File: src/rtl/word_serializer_pkg.sv
// Shared defaults and FSM encoding for the word serializer slice.
// No logic here; widths and state codes only.
// Imported by the interface, the mux and the top.
package serializer_pkg;

  // Default word width; must be a power of two and at least 2.
  localparam int DATA_W_DEF = 8;
  // Select width; must equal log2(DATA_W_DEF).
  localparam int SEL_W_DEF  = 3;
  // Width of the completed-word counter.
  localparam int CNT_W_DEF  = 8;

  // Two-state serializer FSM. IDLE waits for a word, SHIFT streams its bits.
  typedef enum logic {
    IDLE  = 1'b0,
    SHIFT = 1'b1
  } state_t;

endpackage

File: src/rtl/word_serializer_if.sv
// Handshake bundle between the serializer and its neighbours.
// Carries the parallel input side and the serial output side.
// master = environment driving words and out_ready, slave = serializer.
interface word_serializer_if
  import serializer_pkg::*;
#(
  parameter int DATA_W = DATA_W_DEF,
  parameter int SEL_W  = SEL_W_DEF,
  parameter int CNT_W  = CNT_W_DEF
);

  // Parallel side. Index 0 is the first bit on the wire.
  logic [0:DATA_W-1] in_word;
  logic              in_valid;
  logic              in_ready;

  // Serial side.
  logic              out_bit;
  logic              out_valid;
  logic              out_ready;
  logic              out_last;

  // Observability: live mux select and completed-word count.
  logic [SEL_W-1:0]  sel;
  logic [CNT_W-1:0]  words_done;

  modport master (
    output in_word, in_valid, out_ready,
    input  in_ready, out_bit, out_valid, out_last, sel, words_done
  );

  modport slave (
    input  in_word, in_valid, out_ready,
    output in_ready, out_bit, out_valid, out_last, sel, words_done
  );

endinterface

File: src/rtl/word_serializer_bit_select_mux.sv
// Purpose: DATA_W:1 bit-select mux, one-hot decode of sel ANDed with the word and OR-reduced.
// Latency: purely combinational, zero cycles.
// Backpressure: none; it follows sel, which the caller holds during stalls.
module bit_select_mux
  import serializer_pkg::*;
#(
  parameter int DATA_W = DATA_W_DEF,
  parameter int SEL_W  = SEL_W_DEF
) (
  input  logic [0:DATA_W-1] word,
  input  logic [SEL_W-1:0]  sel,
  output logic              bit_out
);

  logic [0:DATA_W-1] dec;

  // One-hot decode of sel; exactly one lane is enabled for any in-range select.
  always_comb begin
    dec = '0;
    for (int i = 0; i < DATA_W; i++) begin
      dec[i] = (sel == SEL_W'(i));
    end
  end

  // AND/OR selection keeps the mux balanced and free of priority chains.
  assign bit_out = |(dec & word);

endmodule

File: src/rtl/word_serializer.sv
// Purpose: holds an accepted parallel word and streams it LSB-index-first, one bit per cycle.
// Latency: word accepted at edge N shows bit 0 in cycle N+1; DATA_W cycles per word unstalled.
// Backpressure: out_ready=0 freezes sel and held_word; in_ready only opens in IDLE or on the last-bit transfer.
module word_serializer
  import serializer_pkg::*;
#(
  parameter int DATA_W = DATA_W_DEF,
  parameter int SEL_W  = SEL_W_DEF,
  parameter int CNT_W  = CNT_W_DEF
) (
  input logic              clk,
  input logic              rst,
  word_serializer_if.slave bus
);

  // Select value of the final bit of a word.
  localparam logic [SEL_W-1:0] LAST_SEL = SEL_W'(DATA_W - 1);

  state_t            state;
  logic [0:DATA_W-1] held_word;
  logic [SEL_W-1:0]  sel_q;
  logic [CNT_W-1:0]  words_done_q;

  logic              in_shift;
  logic              last_bit;
  logic              bit_xfer;
  logic              mux_bit;

  assign in_shift = (state == SHIFT);
  assign last_bit = in_shift && (sel_q == LAST_SEL);
  assign bit_xfer = in_shift && bus.out_ready;

  bit_select_mux #(
    .DATA_W (DATA_W),
    .SEL_W  (SEL_W)
  ) u_mux (
    .word    (held_word),
    .sel     (sel_q),
    .bit_out (mux_bit)
  );

  // Outputs are forced quiet while rst is asserted so nothing leaks before the
  // reset edge has been taken. in_ready looks through out_ready so a new word
  // can be taken on the same edge as the last bit leaves (no bubble).
  assign bus.in_ready   = !rst && (!in_shift || (last_bit && bus.out_ready));
  assign bus.out_valid  = !rst && in_shift;
  assign bus.out_bit    = !rst && in_shift && mux_bit;
  assign bus.out_last   = !rst && last_bit;
  assign bus.sel        = sel_q;
  assign bus.words_done = words_done_q;

  // FSM, select counter, word holding register and completed-word counter.
  always_ff @(posedge clk) begin
    if (rst) begin
      state        <= IDLE;
      sel_q        <= '0;
      held_word    <= '0;
      words_done_q <= '0;
    end else begin
      unique case (state)
        IDLE: begin
          if (bus.in_valid) begin
            held_word <= bus.in_word;
            sel_q     <= '0;
            state     <= SHIFT;
          end
        end
        SHIFT: begin
          if (bit_xfer) begin
            if (sel_q == LAST_SEL) begin
              // Counter wraps naturally at 2^CNT_W.
              words_done_q <= words_done_q + CNT_W'(1);
              sel_q        <= '0;
              if (bus.in_valid) begin
                // Back-to-back: next word starts on the very next cycle.
                held_word <= bus.in_word;
              end else begin
                state <= IDLE;
              end
            end else begin
              sel_q <= sel_q + SEL_W'(1);
            end
          end
        end
        default: begin
          state <= IDLE;
          sel_q <= '0;
        end
      endcase
    end
  end

endmodule

File: src/flat_wrapper.sv
// flat-port wrapper written by rule: the top's interface ports become plain ports
module word_serializer_flat import serializer_pkg::*;
#(
  parameter int DATA_W = DATA_W_DEF,
  parameter int SEL_W  = SEL_W_DEF,
  parameter int CNT_W  = CNT_W_DEF
)
  (clk, rst, bus_in_word, bus_in_valid, bus_out_ready, bus_in_ready, bus_out_bit, bus_out_valid, bus_out_last, bus_sel, bus_words_done);
  word_serializer_if #(.DATA_W(DATA_W), .SEL_W(SEL_W), .CNT_W(CNT_W)) bus_i ();
  input logic clk;
  input logic rst;
  input wire logic [$bits(bus_i.in_word)-1:0] bus_in_word;
  input wire logic [$bits(bus_i.in_valid)-1:0] bus_in_valid;
  input wire logic [$bits(bus_i.out_ready)-1:0] bus_out_ready;
  output wire logic [$bits(bus_i.in_ready)-1:0] bus_in_ready;
  output wire logic [$bits(bus_i.out_bit)-1:0] bus_out_bit;
  output wire logic [$bits(bus_i.out_valid)-1:0] bus_out_valid;
  output wire logic [$bits(bus_i.out_last)-1:0] bus_out_last;
  output wire logic [$bits(bus_i.sel)-1:0] bus_sel;
  output wire logic [$bits(bus_i.words_done)-1:0] bus_words_done;
  assign bus_i.in_word = bus_in_word;
  assign bus_i.in_valid = bus_in_valid;
  assign bus_i.out_ready = bus_out_ready;
  assign bus_in_ready = bus_i.in_ready;
  assign bus_out_bit = bus_i.out_bit;
  assign bus_out_valid = bus_i.out_valid;
  assign bus_out_last = bus_i.out_last;
  assign bus_sel = bus_i.sel;
  assign bus_words_done = bus_i.words_done;
  word_serializer #(.DATA_W(DATA_W), .SEL_W(SEL_W), .CNT_W(CNT_W)) u_core (.clk(clk), .rst(rst), .bus(bus_i));
endmodule
File: config.mk
export PLATFORM = sky130hd
export DESIGN_NAME = word_serializer_flat
export DESIGN_NICKNAME = d
export VERILOG_FILES = /design/src/rtl/word_serializer_pkg.sv /design/src/rtl/word_serializer_if.sv /design/src/rtl/word_serializer_bit_select_mux.sv /design/src/rtl/word_serializer.sv /design/src/flat_wrapper.sv
export SDC_FILE = /design/constraint.sdc
export NUM_CORES = 1
export LEC_CHECK = 0
export ABC_AREA = 1
export BUFFER_PORTS_ARGS = -buffer_cell sky130_fd_sc_hd__buf_2
export CORE_MARGIN = 2
export CORE_UTILIZATION = 30
export DETAILED_ROUTE_END_ITERATION = 10
export GPL_TIMING_DRIVEN = 0
export SLEW_MARGIN = 20
export SYNTH_ARGS = -nofsm -noshare
export SYNTH_HDL_FRONTEND = slang
export SYNTH_SLANG_ARGS = --single-unit
File: constraint.sdc
create_clock -name clk -period 3.49 [get_ports clk]
set_clock_uncertainty 0.2 [all_clocks]
set_input_delay 1.047 -clock clk [delete_from_list [all_inputs] [get_ports clk]]
set_output_delay 1.047 -clock clk [all_outputs]
set_load 0.02 [all_outputs]
==> run summary <==
final-report hold violation count: 0
initial antenna violation count: 0
Worst path slowest cell: buf_2
Setup Buffers After CTS: 0
DRT Pass-1 Iters: 4
root buf cell: clkbuf_4
YS warnings: 0
Nets: 190
Critical Path, Cell by Cell: clkbuf_1 -> buf_2 -> nor2_1 -> buf_2
Max rail drop VDD: 0.184 mV
row cnt: 21
maximum clock frequency: 324 MHz
r2r endpoint: u_core.bus.words_done[5]
Syn Std Cell Area: 1040 sq um
RSZ-0062 raised after global routing: no
Startpoint Class: input pin
R2R setup slack: 1.74 ns
largest net degree at the start of global routing: 12
clk sinks: 20
CP Capture Type: primary output
fin area: 1260 sq um
P_int: 317 uW
power share of the combinational group: 0.108
sequential area share after synthesis: 0.385
routability cong.: 0.801
routed len/inst: 9.88 um
Tot GR Track Use: 0.116
clock-pin slew on the worst setup and hold paths: 0.11 ns
post-route clock period utilization: 0.884
min Tclk post-route: 3.09 ns
min-delay src: u_core.held_word[6]
Mapped Nets: 160
Crit Reg-Reg Startpoint: u_core.bus.sel[0]
final wirelength: 2120 um
area grow syn2layout: 21.0%
critical path required time: 2.24 ns
Non-Filler Instances: 215
total core area: 3340 sq um
hold worst-path end: u_core.held_word[6]
CTS tree: built
Ports: 27
sw power: 105 uW
dpl cells: 211
Netlist cell types: 22
number of vias per cell: 4.42
grt ovf: 0
Seq pwr share: 0.567
Skew-Pair Late Insertion Delay: 0.30 ns
DP HPWL: 1640 um
Clk pwr share: 0.325
Routed Antenna Nets: 0
largest stage delay on the critical path: 0.30 ns
fraction of layout instances using a drive strength above 1: 0.237
commonest non-fill, non-tap cell in the layout: nand2_1
n_diodes: 0
first-pass GRT wire length: 3710 um
fill cell count: 378
status: finished clean
die height: 62.9 um
hold depth: 2
Die X: 62.9 um
DR vias: 951
switch share: 0.250
crit-path most repeated cell: buf_2
critical path arrival: 1.84 ns
most frequent cells in the layout: 31 x nand2_1, 26 x buf_2, 20 x nand3_1, 20 x dfxtp_1, 19 x nor2_1
# H-tree levels: 1
cells after synthesis: 140
IO Port Bufs: 25
1st-iter DRT viols: 29
vias in the first global route: 863
Initial Utilization: 0.312
Final setup viols: 0
clk buf depth: 2
Worst Hold Class: register to register
Placed Area: 1220 sq um
Slew HR: 0.782
type of the worst setup path: input pin to primary output
peak fanout along the critical path: 10
hold buffers post-CTS: 0
fin. max-slew vios: 0
R2R cell count: 7
total CTS buffers: 3
leakage power: 0.000584 uW
maxcap violations: 0
post-synthesis area per instance: 7.44 sq um
flops & latches, synth: 20
Worst-Margin Slew: 0.327 ns
PostCTS Resize Cnt: 0
setup TNS: 0 ns
DRC Markers: 0
cell area power density: 335 nW/um^2
die area: 3960 sq um
routing by layer:
layer  share of wire  track usage
met3           0.068       0.0450
met1            0.46        0.149
met2            0.46        0.178
met5               0            0
met4           0.011       0.0333
through the flow:
step | utilization | total power [uW] | worst slack [ns] | hold slack (ns)
finish | 0.378 | 422 | 0.403 | 0.291
floorplan | - | 274 | 0.133 | 0.262
global route | 0.378 | 444 | 0.308 | 0.311
global placement | 0.367 | 291 | 0.364 | 0.277
detailed placement | 0.367 | 291 | 0.371 | 0.279
CTS | 0.378 | 430 | 0.369 | 0.296
power by group through the flow:
stage / combinational [uW] / clock [uW] / sequential, uW
detailed placement: 46.2 / 0 / 245
CTS: 46.6 / 143 / 240
global route: 51.6 / 152 / 241
global placement: 46.3 / 0 / 245
floorplan: 29.6 / 0 / 245
finish: 45.5 / 137 / 240
registers in the layout, summed over array words and instances (netlist names):
register	flops
u_core.bus.sel	3
u_core.bus.words_done	8
u_core.held_word	8
u_core.in_shift	1
critical path: cells and delay by family:
family / cells / cell delay [ns]
buffers and inverters: 3 / 0.72
and+or+nand+nor: 1 / 0.07
layout make-up:
class / instances / area [sq um] / share of cell area
Clock buffer: 4 / 36.3 / 0.0288
Multi-Input combinational cell: 106 / 579 / 0.460
Timing Repair Buffer: 25 / 125 / 0.0993
Tap cell: 46 / 57.6 / 0.0457
Inverter: 11 / 41.3 / 0.0328
Sequential cell: 20 / 400 / 0.318
Buffer: 3 / 20.0 / 0.0159
cells by family after synthesis:
group	count (synthesis)	share of synthesized area
and+or+nand+nor	78	0.355
DFF	20	0.385
AOI/OAI and AO/OA	19	0.0974
buffers and inverters	14	0.0589
adders and majority gates	8	0.0962
xor gates and xnor gates	1	0.00841
worst max-delay path by stage:
stage / start / end / slack (ns)
final: rst / bus_out_last / 0.40
after global routing: rst / bus_out_last / 0.31
after CTS: rst / bus_out_last / 0.37
after detailed placement: rst / bus_out_last / 0.37
after global placement: rst / bus_out_last / 0.36
after floorplan: rst / bus_out_bit / 0.13
Yosys cell counts:
| master | count | share of area |
|---|---|---|
| o21ai_0 | 2 | 0.0096 |
| ha_1 | 8 | 0.096 |
| nand3_4 | 1 | 0.017 |
| or2_2 | 1 | 0.0060 |
| dfxtp_1 | 20 | 0.38 |
| xor2_1 | 1 | 0.0084 |
| a21oi_2 | 1 | 0.0084 |
| a21oi_1 | 15 | 0.072 |
| nor2_1 | 19 | 0.069 |
| inv_2 | 1 | 0.0036 |
| nand2_4 | 1 | 0.011 |
| nor2_2 | 1 | 0.0060 |
| nand3_1 | 20 | 0.096 |
| nand3_2 | 1 | 0.0096 |
| nor2_4 | 2 | 0.022 |
| clkbuf_1 | 1 | 0.0036 |
| buf_6 | 1 | 0.011 |
| inv_1 | 10 | 0.036 |
| buf_2 | 1 | 0.0048 |
| nor3b_1 | 1 | 0.0072 |
| nand2_1 | 31 | 0.11 |
| a21boi_0 | 1 | 0.0072 |
Note: power is estimated with default switching activity, not from simulation.
